### config.mk
export PLATFORM = sky130hd
export DESIGN_NAME = mac_seq_flat
export DESIGN_NICKNAME = d
export VERILOG_FILES = /design/src/rtl/mac_seq_if.sv /design/src/rtl/mac_seq.sv /design/src/flat_wrapper.sv
export SDC_FILE = /design/constraint.sdc
export NUM_CORES = 1
export LEC_CHECK = 0
export ABC_AREA = 1
export ABC_CLOCK_PERIOD_IN_PS = 1800
export BUFFER_PORTS_ARGS = -buffer_cell sky130_fd_sc_hd__buf_2
export CORE_ASPECT_RATIO = 1.5
export CORE_UTILIZATION = 25
export CTS_CLUSTER_DIAMETER = 60
export DETAILED_ROUTE_END_ITERATION = 6
export HOLD_SLACK_MARGIN = 0.03
export REMOVE_ABC_BUFFERS = 1
export SYNTH_ARGS = -nofsm -noshare
export SYNTH_HDL_FRONTEND = slang
export SYNTH_SLANG_ARGS = --single-unit
### constraint.sdc
create_clock -name clk -period 1.8 [get_ports clk]
set_input_delay 0.36 -clock clk [delete_from_list [all_inputs] [get_ports clk]]
set_output_delay 0.36 -clock clk [all_outputs]
set_load 0.1 [all_outputs]
### src/rtl/mac_seq_if.sv
// Operand/result handshake bundle for the mac_seq multiply-accumulate unit.
// master = operand source / result consumer, slave = the unit itself.
interface mac_seq_if #(
    parameter int bw = 8
);
    logic            in_valid;
    logic            in_ready;
    logic [bw-1:0]   a;
    logic [bw-1:0]   b;
    logic [bw-1:0]   c;
    logic            out_valid;
    logic            out_ready;
    logic [2*bw-1:0] p;
    logic            ovf;

    modport master (
        output in_valid, a, b, c, out_ready,
        input  in_ready, out_valid, p, ovf
    );

    modport slave (
        input  in_valid, a, b, c, out_ready,
        output in_ready, out_valid, p, ovf
    );
endinterface

### src/rtl/mac_seq.sv
// Sequential shift-and-add multiply-accumulate: p = a*b + c, fixed latency of
// bw cycles, valid/ready handshake on operand and result sides.
module mac_seq #(
    parameter int bw = 8
) (
    input  logic      clk,
    input  logic      rst,
    mac_seq_if.slave  bus
);
    localparam int cw = $clog2(bw + 1);

    typedef enum logic [1:0] {
        IDLE,
        RUN,
        DONE
    } state_t;

    state_t          state;
    state_t          state_next;

    logic [2*bw-1:0] acc;
    logic [2*bw-1:0] mcand;
    logic [2*bw-1:0] acc_step;
    logic [bw-1:0]   mplier;
    logic [cw-1:0]   cnt;

    logic            accept;
    logic            last_step;
    logic            in_ready_d;
    logic            out_valid_d;
    logic [2*bw-1:0] p_q;
    logic            ovf_q;

    // NOTE: sequential state uses non-blocking assignments so every register
    // samples pre-edge values regardless of process ordering.
    always_ff @(posedge clk) begin
        if (rst) begin
            state <= IDLE;
        end else begin
            state <= state_next;
        end
    end

    // NOTE: every output of this block gets a default first, so no path can
    // leave a signal unassigned and infer a latch.
    always_comb begin
        state_next  = state;
        in_ready_d  = 1'b0;
        out_valid_d = 1'b0;
        accept      = 1'b0;
        last_step   = 1'b0;
        unique case (state)
            IDLE: begin
                in_ready_d = 1'b1;
                if (bus.in_valid) begin
                    accept     = 1'b1;
                    state_next = RUN;
                end
            end
            RUN: begin
                if (cnt == cw'(bw - 1)) begin
                    last_step  = 1'b1;
                    state_next = DONE;
                end
            end
            DONE: begin
                out_valid_d = 1'b1;
                if (bus.out_ready) begin
                    state_next = IDLE;
                end
            end
            default: state_next = IDLE;
        endcase
    end

    // One partial product per step; the sum never exceeds 2*bw bits.
    assign acc_step = mplier[0] ? (acc + mcand) : acc;

    // NOTE: the working registers are not reset; they are always reloaded on
    // acceptance before being read, and only p/ovf are architecturally visible.
    always_ff @(posedge clk) begin
        if (accept) begin
            acc    <= {{bw{1'b0}}, bus.c};
            mcand  <= {{bw{1'b0}}, bus.a};
            mplier <= bus.b;
            cnt    <= '0;
        end else if (state == RUN) begin
            acc    <= acc_step;
            mcand  <= mcand << 1;
            mplier <= mplier >> 1;
            cnt    <= cnt + cw'(1);
        end
    end

    // Result is published only on completion and held until the next one.
    always_ff @(posedge clk) begin
        if (rst) begin
            p_q   <= '0;
            ovf_q <= 1'b0;
        end else if (last_step) begin
            p_q   <= acc_step;
            ovf_q <= |acc_step[2*bw-1:bw];
        end
    end

    assign bus.in_ready  = in_ready_d;
    assign bus.out_valid = out_valid_d;
    assign bus.p         = p_q;
    assign bus.ovf       = ovf_q;

endmodule

### src/flat_wrapper.sv
// flat-port wrapper written by rule: the top's interface ports become plain ports
module mac_seq_flat 
#(
    parameter int bw = 8
)
  (clk, rst, bus_in_valid, bus_a, bus_b, bus_c, bus_out_ready, bus_in_ready, bus_out_valid, bus_p, bus_ovf);
  mac_seq_if #(.bw(bw)) bus_i ();
  input  logic clk;
  input  logic rst;
  input wire logic [$bits(bus_i.in_valid)-1:0] bus_in_valid;
  input wire logic [$bits(bus_i.a)-1:0] bus_a;
  input wire logic [$bits(bus_i.b)-1:0] bus_b;
  input wire logic [$bits(bus_i.c)-1:0] bus_c;
  input wire logic [$bits(bus_i.out_ready)-1:0] bus_out_ready;
  output wire logic [$bits(bus_i.in_ready)-1:0] bus_in_ready;
  output wire logic [$bits(bus_i.out_valid)-1:0] bus_out_valid;
  output wire logic [$bits(bus_i.p)-1:0] bus_p;
  output wire logic [$bits(bus_i.ovf)-1:0] bus_ovf;
  assign bus_i.in_valid = bus_in_valid;
  assign bus_i.a = bus_a;
  assign bus_i.b = bus_b;
  assign bus_i.c = bus_c;
  assign bus_i.out_ready = bus_out_ready;
  assign bus_in_ready = bus_i.in_ready;
  assign bus_out_valid = bus_i.out_valid;
  assign bus_p = bus_i.p;
  assign bus_ovf = bus_i.ovf;
  mac_seq #(.bw(bw)) u_core (.clk(clk), .rst(rst), .bus(bus_i));
endmodule
== Word level (Yosys, flattened, before mapping) ==
Index checks and enable logic that the tools add are counted.

* Output and inout port bits: 19
* Logic and storage cells: 38
* Register bits: 63
* Input port bits: 28

* Mux-type cells: 17
* Eq/ne operators: 6
* Add/subtract/negate cells: 2
* Reduce and logical (&&, ||, !) cells: 4

{| class="wikitable"
|+ Operators by type and width
! cell !! count
|-
| two-way mux 8 bit || 6
|-
| adder 16 bit || 1
|-
| two-way mux 16 bit || 1
|-
| OR reduction 8 bit || 1
|-
| two-way mux 1 bit || 6
|-
| two-way mux 2 bit || 3
|-
| one-hot mux 2 bit (3 select lines) || 1
|-
| adder 4 x 1 -> 4 bit (second input constant) || 1
|-
| == test 4 x 3 -> 1 bit (second input constant) || 1
|-
| != test 2 bit (second input constant) || 2
|-
| AND reduction 3 bit || 1
|-
| == test 2 x 1 -> 1 bit (second input constant) || 1
|-
| == test 2 bit (second input constant) || 1
|-
| logical NOT 2 bit || 1
|-
| != test 2 x 1 -> 1 bit (second input constant) || 1
|-
| nonzero test 2 bit || 1
|}

== Logic depth before layout (Yosys ltp) ==
Gate-level depths: netlist of run 1.

* Word-level depth: 4
* Mapped depth: 16
* Gate-level depth less buffers: 16

== Worst setup path before layout of run 1 ==
OpenSTA, ideal clock, no wires.

* Path kind: register to register
* Start point: register u_core.state[0]
* End point: register u_core.acc[0] (enable)
* Setup slack: -1.419 ns
* Data required time: 1.413 ns
* Arrival: 2.832 ns
* Cell stages (with the launch flop): 4
* Buffers on the path: 0
* Setup time: 0.387 ns
* Period minus slack after synthesis: 3.219 ns
* Cells stage by stage: dfxtp_1 nor2_1 nand2_1 nand2_1

* Cells in the longest elaborated chain, start to end: 3
* Elaborated cells on any way between the ends: 4
* Classes of those cells: 1 x eq/ne; 1 x mux; 2 x reduce/logical

{| class="wikitable"
|+ Ends and longest elaborated chain
! what !! line !! source
|-
| start: declaration || mac_seq.sv:18 || <nowiki>state_t state;</nowiki>
|-
| start signal: assignment || mac_seq.sv:40 || <nowiki>state <= state_next;</nowiki>
|-
| logical NOT 2 bit || mac_seq.sv:52 || <nowiki>unique case (state)</nowiki>
|-
| two-way mux 1 bit || mac_seq.sv:52 ||
|-
| nonzero test 2 bit (no line) (*) || - ||
|-
| end signal: assignment || mac_seq.sv:83 || <nowiki>acc <= {{bw{1'b0}}, bus.c};</nowiki>
|-
| end signal: assignment || mac_seq.sv:88 || <nowiki>acc <= acc_step;</nowiki>
|-
| end: declaration || mac_seq.sv:21 || <nowiki>logic [2*bw-1:0] acc;</nowiki>
|}

Every way passes the cells marked *; elsewhere a longest branch is shown, timed or not.
A chain may end at the register's enable or synchronous reset.

== Worst setup path in the final report of run 1 ==
* Start point: register u_core.acc[0]
* End point: register u_core.ovf_q, in the netlist u_core.bus.ovf

* Cells in the longest elaborated chain, start to end: 3

{| class="wikitable"
|+ Ends and longest elaborated chain
! what !! line !! source
|-
| adder 16 bit || mac_seq.sv:77 || <nowiki>assign acc_step = mplier[0] ? (acc + mcand) : acc;</nowiki>
|-
| two-way mux 16 bit || mac_seq.sv:77 ||
|-
| OR reduction 8 bit || mac_seq.sv:102 || <nowiki>ovf_q <= |acc_step[2*bw-1:bw];</nowiki>
|-
| end signal: assignment || mac_seq.sv:102 ||
|-
| end: declaration || mac_seq.sv:32 || <nowiki>logic ovf_q;</nowiki>
|}

Every way passes these cells.

==> results.ini, run 1 <==
[critical_path]
path_common_cell=nand3_2
worstReg2RegEnd=u_core.bus.ovf$_SDFFE_PP0P_
cp-start-kind=flip-flop
r2r_start=u_core.acc[0]$_DFFE_PP_
cp_max_fo=2
required_ns=2.02
critPathMaxStageDelay_ns=0.39
crit_slowest_cell=edfxtp_1
reg2reg_depth=12
end_kind=flip-flop
crit_type=flip-flop to flip-flop
r2r_slack_ns=-0.20
crit_chain=ha_2, fa_2, buf_4, buf_6, nand3_2, nand4_1, nand3_2, nand3_2, nor2_2, nand2_1, nor2_1, nor2_1
arrival_ns=2.22

[floorplan]
pin_count=47
fp.dieW_um=100
start_util=0.256
fp.dieH_um=149
die_area_um2=14900
fp.coreArea_um2=14100
rows=53

[global_routing]
grt_pass1_vias=3501
grt_usage=0.136
antenna_found_initial=0
grt_pass1_wl_um=15800
grt_remaining_overflow=0
grt_start_max_net_pins=33

[placement]
place_inst=772
io_buffers=46
place_congestion=0.833
place_area_um2=4370
post-dp-hpwl_um=7060

[flow_run]
max_cap_viol_count=0

[clock_network]
cts.sinks=63
clk_latency_ns=0.33
post_cts_hold_buffer_count=0
clkTransAtPathRegs_ns=0.05
clk_path_buf_depth=2
root_buffer=clkbuf_16
cts_tree=built
h-tree-depth=3
cts_buffers=9

[hold_path]
hold_path_end=u_core.mplier[5]$_DFFE_PP_
whs_path_depth=3
hp-class=input pin to flip-flop
worstHoldStart=bus_b[5]

[final_layout]
n_fill_cell=1510
drive_gt1_frac=0.346
multi_input_area_um2=2140
final_util=0.369
area_growth_pct=44.2
fin_cells=801
fin_area_um2=5190
n_antenna_cell=0
final_nets=649
register_area_um2=1500

[detailed_routing]
drc=0
drtAntennaViolNets=0
vias_per_cell=4.29
first_pass_iters=4
wl_um=9740
wl_per_cell_um=12.2
num_vias=3434
drt_iter0_markers=127

[timing]
hold_viol_final=0
period_share=1.11
fin_skew_ns=0.00507
rsz0062_at_grt=true
worstMarginPinSlew_ns=0.492
slew_headroom=0.674
clock.fmax_mhz=500
period_minus_slack_ns=2.00
finalSetupViolCount=18
setup_ws_ns=-0.199
final-max-slew-violation-count=0

[synthesis]
synthesis.area_um2=3600
syn_avg_cell_area_um2=7.16
yosys-top-cells-count=nand2_1, inv_1, nor2_1, dfxtp_1, nand3_1
synth_top_flop_cell=dfxtp_1
synth_largest_area_cell=dfxtp_1
ys_ff_latch=63
async_flop_share=0
yosysSeqAreaShare=0.417
yosysMostFrequentCell=nand2_1
synth_enable_flop_cells=24
yosysWarnings=0
ys_types=32
synth_top_area_frac=0.217
synth_area_leaders=dfxtp_1, edfxtp_1, nand2_1
netlist_instances=503

[run_status]
violations=negative setup slack
status=finished with violations

[power]
max-vdd-ir-drop_mv=0.814
power_uw=5650
power_leakage_uw=0.00252
power_density_nw_per_um2=1090

## worst max-delay path, delay by kind of cell (launching register included)
family / cells / cell delay (ns)
fa+ha+maj: 2 / 0.58
buf+inv: 2 / 0.26
flops: 1 / 0.39
simple gates: 8 / 0.67
## kinds of logic (layout without fill, tap and decap cells)
logic type / count (synthesis) / in the layout / share of synthesized area
flops: 63 / 63 / 0.417
fa+ha+maj: 17 / 17 / 0.0612
compound gates: 59 / 59 / 0.0932
buf+inv: 93 / 199 / 0.100
simple gates: 263 / 263 / 0.309
xor+xnor: 8 / 8 / 0.0195
## registers in the layout, summed over array words and instances (netlist names)
signal,flops
u_core.bus.p,16
u_core.mplier,8
u_core.mcand,16
u_core.state,2
u_core.bus.ovf,1
u_core.acc,16
u_core.cnt,4
## stage by stage
stage                     hold slack (ns)  setup TNS (ns)  setup slack (ns)
after floorplan                     0.429         -125.99             -2.15
after global placement              0.480           -2.53            -0.276
after detailed placement            0.486           -2.96            -0.286
after CTS                           0.284           -1.23            -0.170
after global routing                0.296           -4.40            -0.360
final                               0.290           -1.53            -0.199
## power by group
| part | internal [uW] | switching [uW] |
|---|---|---|
| sequential | 1660 | 113 |
| combinational | 1030 | 1170 |
| clock | 1060 | 627 |
## final cells by class
type / count / area share
clock inverters: 7 / 0.0123
repair buffers: 104 / 0.139
clock buffers: 9 / 0.0434
inverters: 79 / 0.0571
flip-flops and latches: 63 / 0.289
well taps: 192 / 0.0463
multi-input cells: 347 / 0.413
## worst max-delay path by stage
stage          cells after the start                           from                     endpoint
2_1_floorplan                      3   u_core.state[0]$_SDFFE_PP0P_      u_core.acc[0]$_DFFE_PP_
3_3_place_gp                      14  u_core.mcand[0]$_SDFFCE_PN0P_  u_core.bus.ovf$_SDFFE_PP0P_
3_5_place_dp                      14  u_core.mcand[0]$_SDFFCE_PN0P_  u_core.bus.ovf$_SDFFE_PP0P_
4_1_cts                           14        u_core.acc[7]$_DFFE_PP_  u_core.bus.ovf$_SDFFE_PP0P_
5_1_grt                           14        u_core.acc[0]$_DFFE_PP_  u_core.bus.ovf$_SDFFE_PP0P_
6_report                          12        u_core.acc[0]$_DFFE_PP_  u_core.bus.ovf$_SDFFE_PP0P_
## per-layer routing
metal | GRT usage | up-vias | wire length (um)
li1 | - | 1800 | -
met1 | 0.146 | 1577 | 4000
met2 | 0.256 | 40 | 5320
met3 | 0.0239 | 17 | 179
met4 | 0.0623 | 0 | 242
met5 | 0 | - | 0
## cells in the final DEF (no fill, tap or decap), types with 5 or more instances in the layout
cell type and n:
inv_2 7, nor2_4 5, a21oi_1 6, o211ai_1 5, o21ai_1 5, clkbuf_16 9, a31oi_1 5, nand2_2 22
buf_6 8, edfxtp_1 24, inv_1 71, nor2_2 6, buf_4 48, ha_1 6, nor2_1 36, a21oi_2 5
nand2_4 7, dfxtp_1 39, nand3_1 15, buf_2 46, o21ai_0 16, o22ai_1 6, o21ai_2 6, ha_4 8
nand2_1 146, nand3_2 15
## what timing repair did
action | 4_1_cts | 5_1_grt
setup buffers | 5 | 9
pin swaps | 28 | 16
setup endpoints to repair | 24 | 27
gates resized for setup | 55 | 48
Power figures use the tool's default switching activity.
==> inputs of run 2 (changes only) <==
SETUP_SLACK_MARGIN = 0.3   (was unset)
==> results.ini, run 2 (same netlist as run 1, synthesis figures left out) <==
[power]
power_uw=5860
power_leakage_uw=0.00262
power_density_nw_per_um2=1060
max-vdd-ir-drop_mv=0.815

[placement]
place_inst=772
post-dp-hpwl_um=7060
place_area_um2=4370
place_congestion=0.833
io_buffers=46

[detailed_routing]
drt_iter0_markers=114
wl_um=10500
vias_per_cell=4.37
first_pass_iters=5
num_vias=3552
drtAntennaViolNets=0
wl_per_cell_um=12.9
drc=0

[critical_path]
crit_type=flip-flop to flip-flop
crit_chain=buf_4, fa_2, buf_4, buf_6, nand3_4, nand3_2, nand2_1, nand3_2, buf_6, buf_6, nand3_2, o211ai_1, inv_1
cp_max_fo=2
end_kind=flip-flop
cp-start-kind=flip-flop
arrival_ns=2.37
required_ns=2.08
crit_slowest_cell=edfxtp_1
critPathMaxStageDelay_ns=0.42

[timing]
worstMarginPinSlew_ns=0.488
setup_ws_ns=-0.292
period_minus_slack_ns=2.09
period_share=1.16
rsz0062_at_grt=true
fin_skew_ns=0.00477
clock.fmax_mhz=478
slew_headroom=0.677
hold_ws_ns=0.288
finalSetupViolCount=22
final-max-slew-violation-count=0
hold_viol_final=0

[final_layout]
drive_gt1_frac=0.403
area_growth_pct=53.2
final_cell_mix=nand2_1, inv_1, buf_4
n_antenna_cell=0
fin_area_um2=5520
register_area_um2=1510
fin_cells=813
final_nets=661
n_fill_cell=1471
multi_input_area_um2=2280
final_common_cell=nand2_1

[floorplan]
die_area_um2=14900
fp.dieH_um=149
start_util=0.256
fp.dieW_um=100
pin_count=47
fp.coreArea_um2=14100
rows=53

[global_routing]
grt_usage=0.138
antenna_found_initial=0
grt_pass1_wl_um=16000
grt_start_max_net_pins=33
grt_pass1_vias=3545
grt_remaining_overflow=0

[clock_network]
h-tree-depth=3
clk_latency_ns=0.33
clk_path_buf_depth=2
cts.sinks=63
cts_tree=built
root_buffer=clkbuf_16
clkTransAtPathRegs_ns=0.05
cts_buffers=9

[hold_path]
hp-class=input pin to flip-flop

[run_status]
status=finished with violations
violations=negative setup slack

[flow_run]
max_cap_viol_count=0

run 2: cell count changes in the layout (fill, tap and decap cells not counted), moves of 4 or more:
cell     before  now
nand2_1     146  138
inv_1        71   67
nor2_4        5    9
buf_6         8   15
o21ai_1       5    9
nand2_2      22   29
o21ai_0      16   11
run 2: metrics by stage:
| step | setup slack [ns] | TNS (ns) | util |
|---|---|---|---|
| 2_1_floorplan | -2.15 | -125.99 | - |
| 3_3_place_gp | -0.276 | -2.53 | 0.311 |
| 3_5_place_dp | -0.286 | -2.96 | 0.311 |
| 4_1_cts | -0.170 | -1.24 | 0.356 |
| 5_1_grt | -0.401 | -5.35 | 0.392 |
| 6_report | -0.292 | -2.78 | 0.392 |
run 2: worst max-delay path, delay by kind of cell, from the launching register on:
family                     cells  cell delay [ns]
AOI/OAI and AO/OA              1             0.08
adders and majority gates      1             0.38
buffers and inverters          6             0.75
DFF                            1             0.42
and+or+nand+nor                5             0.39
run 2: layout make-up:
class	count	area share
sequential	63	0.273
inverter	79	0.0544
multi-input combinational	347	0.414
clock buffer	9	0.0408
tap	192	0.0435
timing repair buffer	116	0.163
clock inverter	7	0.0116
run 2: path summary, 6_finish.rpt:
kind	from	end	slack, ns	cells past startpoint
worst min-delay path	bus_out_ready	u_core.state[1]$_SDFFE_PP0P_	0.29	4
worst max-delay path	u_core.acc[1]$_DFFE_PP_	u_core.bus.p[10]$_SDFFE_PP0P_	-0.29	13
worst max register to register	u_core.acc[1]$_DFFE_PP_	u_core.bus.p[10]$_SDFFE_PP0P_	-0.29	13
worst min register to register	u_core.bus.p[13]$_SDFFE_PP0P_	u_core.bus.p[13]$_SDFFE_PP0P_	0.50	2
run 2: layer usage:
layer  GRT usage  part of all wire
met1       0.149              0.40
met2       0.259              0.56
met3      0.0244             0.020
met4      0.0580             0.019
met5           0                 0
run 2: power by group:
group | total, uW | switching (uW) | internal [uW] | leakage [uW]
Clock | 1690 | 632 | 1060 | 0.000139
Sequential | 1790 | 123 | 1660 | 0.000558
Combinational | 2390 | 1250 | 1130 | 0.00193
Total | 5860 | 2010 | 3850 | 0.00262
run 2: timing repair:
| action | in CTS | in global routing |
|---|---|---|
| buffers inserted | 6 | 18 |
| endpoints found under the setup margin | 34 | 63 |
| gates cloned | 0 | 1 |
| pin swaps | 30 | 23 |
| gates resized for setup | 80 | 80 |
| hold buffers | 0 | 0 |
==> inputs of run 3 (changes only) <==
ABC_CLOCK_PERIOD_IN_PS = 2400   (was 1800)
CORE_MARGIN = 5   (was unset)
clock period = 2.4 ns   (was 1.8 ns; I/O delays follow)
==> results.ini, run 3 (same netlist as run 1, synthesis figures left out) <==
[detailed_routing]
num_vias=3259
drt_iter0_markers=156
wl_per_cell_um=12.3
drc=0
drtAntennaViolNets=0
vias_per_cell=4.32
first_pass_iters=4
wl_um=9280

[final_layout]
final_nets=603
fin_area_um2=4500
drive_gt1_frac=0.204
final_cell_mix=nand2_1, inv_1, buf_2
n_antenna_cell=0
area_growth_pct=25.0
final_common_cell=nand2_1

[floorplan]
rows=53
die_area_um2=16900
pin_count=47
start_util=0.256
fp.dieH_um=157
fp.coreArea_um2=14100
fp.dieW_um=108

[timing]
hold_viol_final=0
hold_ws_ns=0.404
finalSetupViolCount=0
fin_skew_ns=0.00996
period_minus_slack_ns=2.03
worstMarginPinSlew_ns=0.691
period_share=0.846
rsz0062_at_grt=true
clock.fmax_mhz=492
setup_ws_ns=0.369
final-max-slew-violation-count=0
slew_headroom=0.539

[critical_path]
cp-start-kind=flip-flop
cp_max_fo=3
crit_slowest_cell=edfxtp_1
end_kind=flip-flop
path_delay_family=simple AND/OR/NAND/NOR gates
arrival_ns=2.25
crit_type=flip-flop to flip-flop
required_ns=2.62
crit_chain=ha_4, fa_2, nand2_2, nand2_2, nand3_2, nand2_1, nand2_1, nand3_2, nand2_2, nand3_2, nor2_2, nand2_1, nor2_1, nor2_1
critPathMaxStageDelay_ns=0.43
critPathBufInv=0

[global_routing]
grt_usage=0.117
grt_pass1_vias=3296
grt_remaining_overflow=0
grt_start_max_net_pins=33
grt_pass1_wl_um=15600
antenna_found_initial=0

[placement]
place_congestion=0.878
post-dp-hpwl_um=7090
io_buffers=46
place_ws_ns=0.235
place_area_um2=4070

[clock_network]
cts_buffers=9
clk_path_buf_depth=2
cts_tree=built
root_buffer=clkbuf_16
clk_latency_ns=0.34
post_cts_hold_buffer_count=0
cts.sinks=63
h-tree-depth=3
clkTransAtPathRegs_ns=0.06

[run_status]
status=complete, no violations

[hold_path]
hp-class=input pin to flip-flop

[power]
power_leakage_uw=0.00221
max-vdd-ir-drop_mv=0.406
power_density_nw_per_um2=829

[flow_run]
max_cap_viol_count=0

==> run 3: cell count changes in the layout (fill, tap and decap cells not counted), moves of 11 or more <==
| cell | delta |
|---|---|
| buf_4 | -39 |
| nand2_1 | +21 |
| o21ai_0 | +16 |
| buf_6 | -15 |
| nand2_2 | -13 |
| nand3_1 | +11 |
==> run 3: final cells by class <==
class                      count  area, um2
fill                        1576       9560
multi-input combinational    347       1820
sequential                    63       1500
timing repair buffer          58        320
inverter                      79        297
clock buffer                  14        285
tap                          192        240
clock inverter                 2       35.0
==> run 3: worst paths after layout <==
path                                                     end                         start  slack (ns)  cells past startpoint
worst min register to register  u_core.bus.p[8]$_SDFFE_PP0P_  u_core.bus.p[8]$_SDFFE_PP0P_        0.50                      2
worst max-delay path             u_core.bus.ovf$_SDFFE_PP0P_       u_core.acc[0]$_DFFE_PP_        0.37                     14
worst min-delay path              u_core.mplier[4]$_DFFE_PP_                      bus_b[4]        0.40                      3
worst max register to register   u_core.bus.ovf$_SDFFE_PP0P_       u_core.acc[0]$_DFFE_PP_        0.37                     14
==> run 3: report_power, final <==
| group | leakage (uW) | switching, uW | internal, uW |
|---|---|---|---|
| registers | 0.000557 | 69.8 | 1250 |
| clock network | 0.000158 | 464 | 922 |
| logic | 0.00150 | 639 | 386 |
| total | 0.00221 | 1170 | 2550 |
==> run 3: what timing repair did <==
action,4_1_cts,5_1_grt
buffers inserted,0,4
cloned,0,0
gates resized for setup,2,20
endpoints found under the setup margin,3,8
pin swaps,0,4
==> run 3: through the flow <==
step / total power [uW] / cells / TNS (ns) / utilization
3_5_place_dp: 2270 / 735 / 0 / 0.289
2_1_floorplan: 2020 / 489 / -83.64 / -
3_3_place_gp: 2270 / 735 / 0 / 0.289
4_1_cts: 3680 / 751 / 0 / 0.312
6_report: 3730 / 755 / 0 / 0.320
5_1_grt: 3960 / 755 / 0 / 0.320
==> run 3: layer usage <==
metal | vias to the layer above | wire (um) | GRT usage
li1 | 1702 | - | -
met1 | 1501 | 3850 | 0.127
met2 | 40 | 5010 | 0.219
met3 | 16 | 208 | 0.0209
met4 | 0 | 213 | 0.0511
met5 | - | 0 | 0
==> run 3: worst register-to-register path, delay by kind of cell (launching register included) <==
kind | cells | cell delay, ns
simple gates | 12 | 0.91
fa+ha+maj | 2 | 0.58
flops | 1 | 0.43
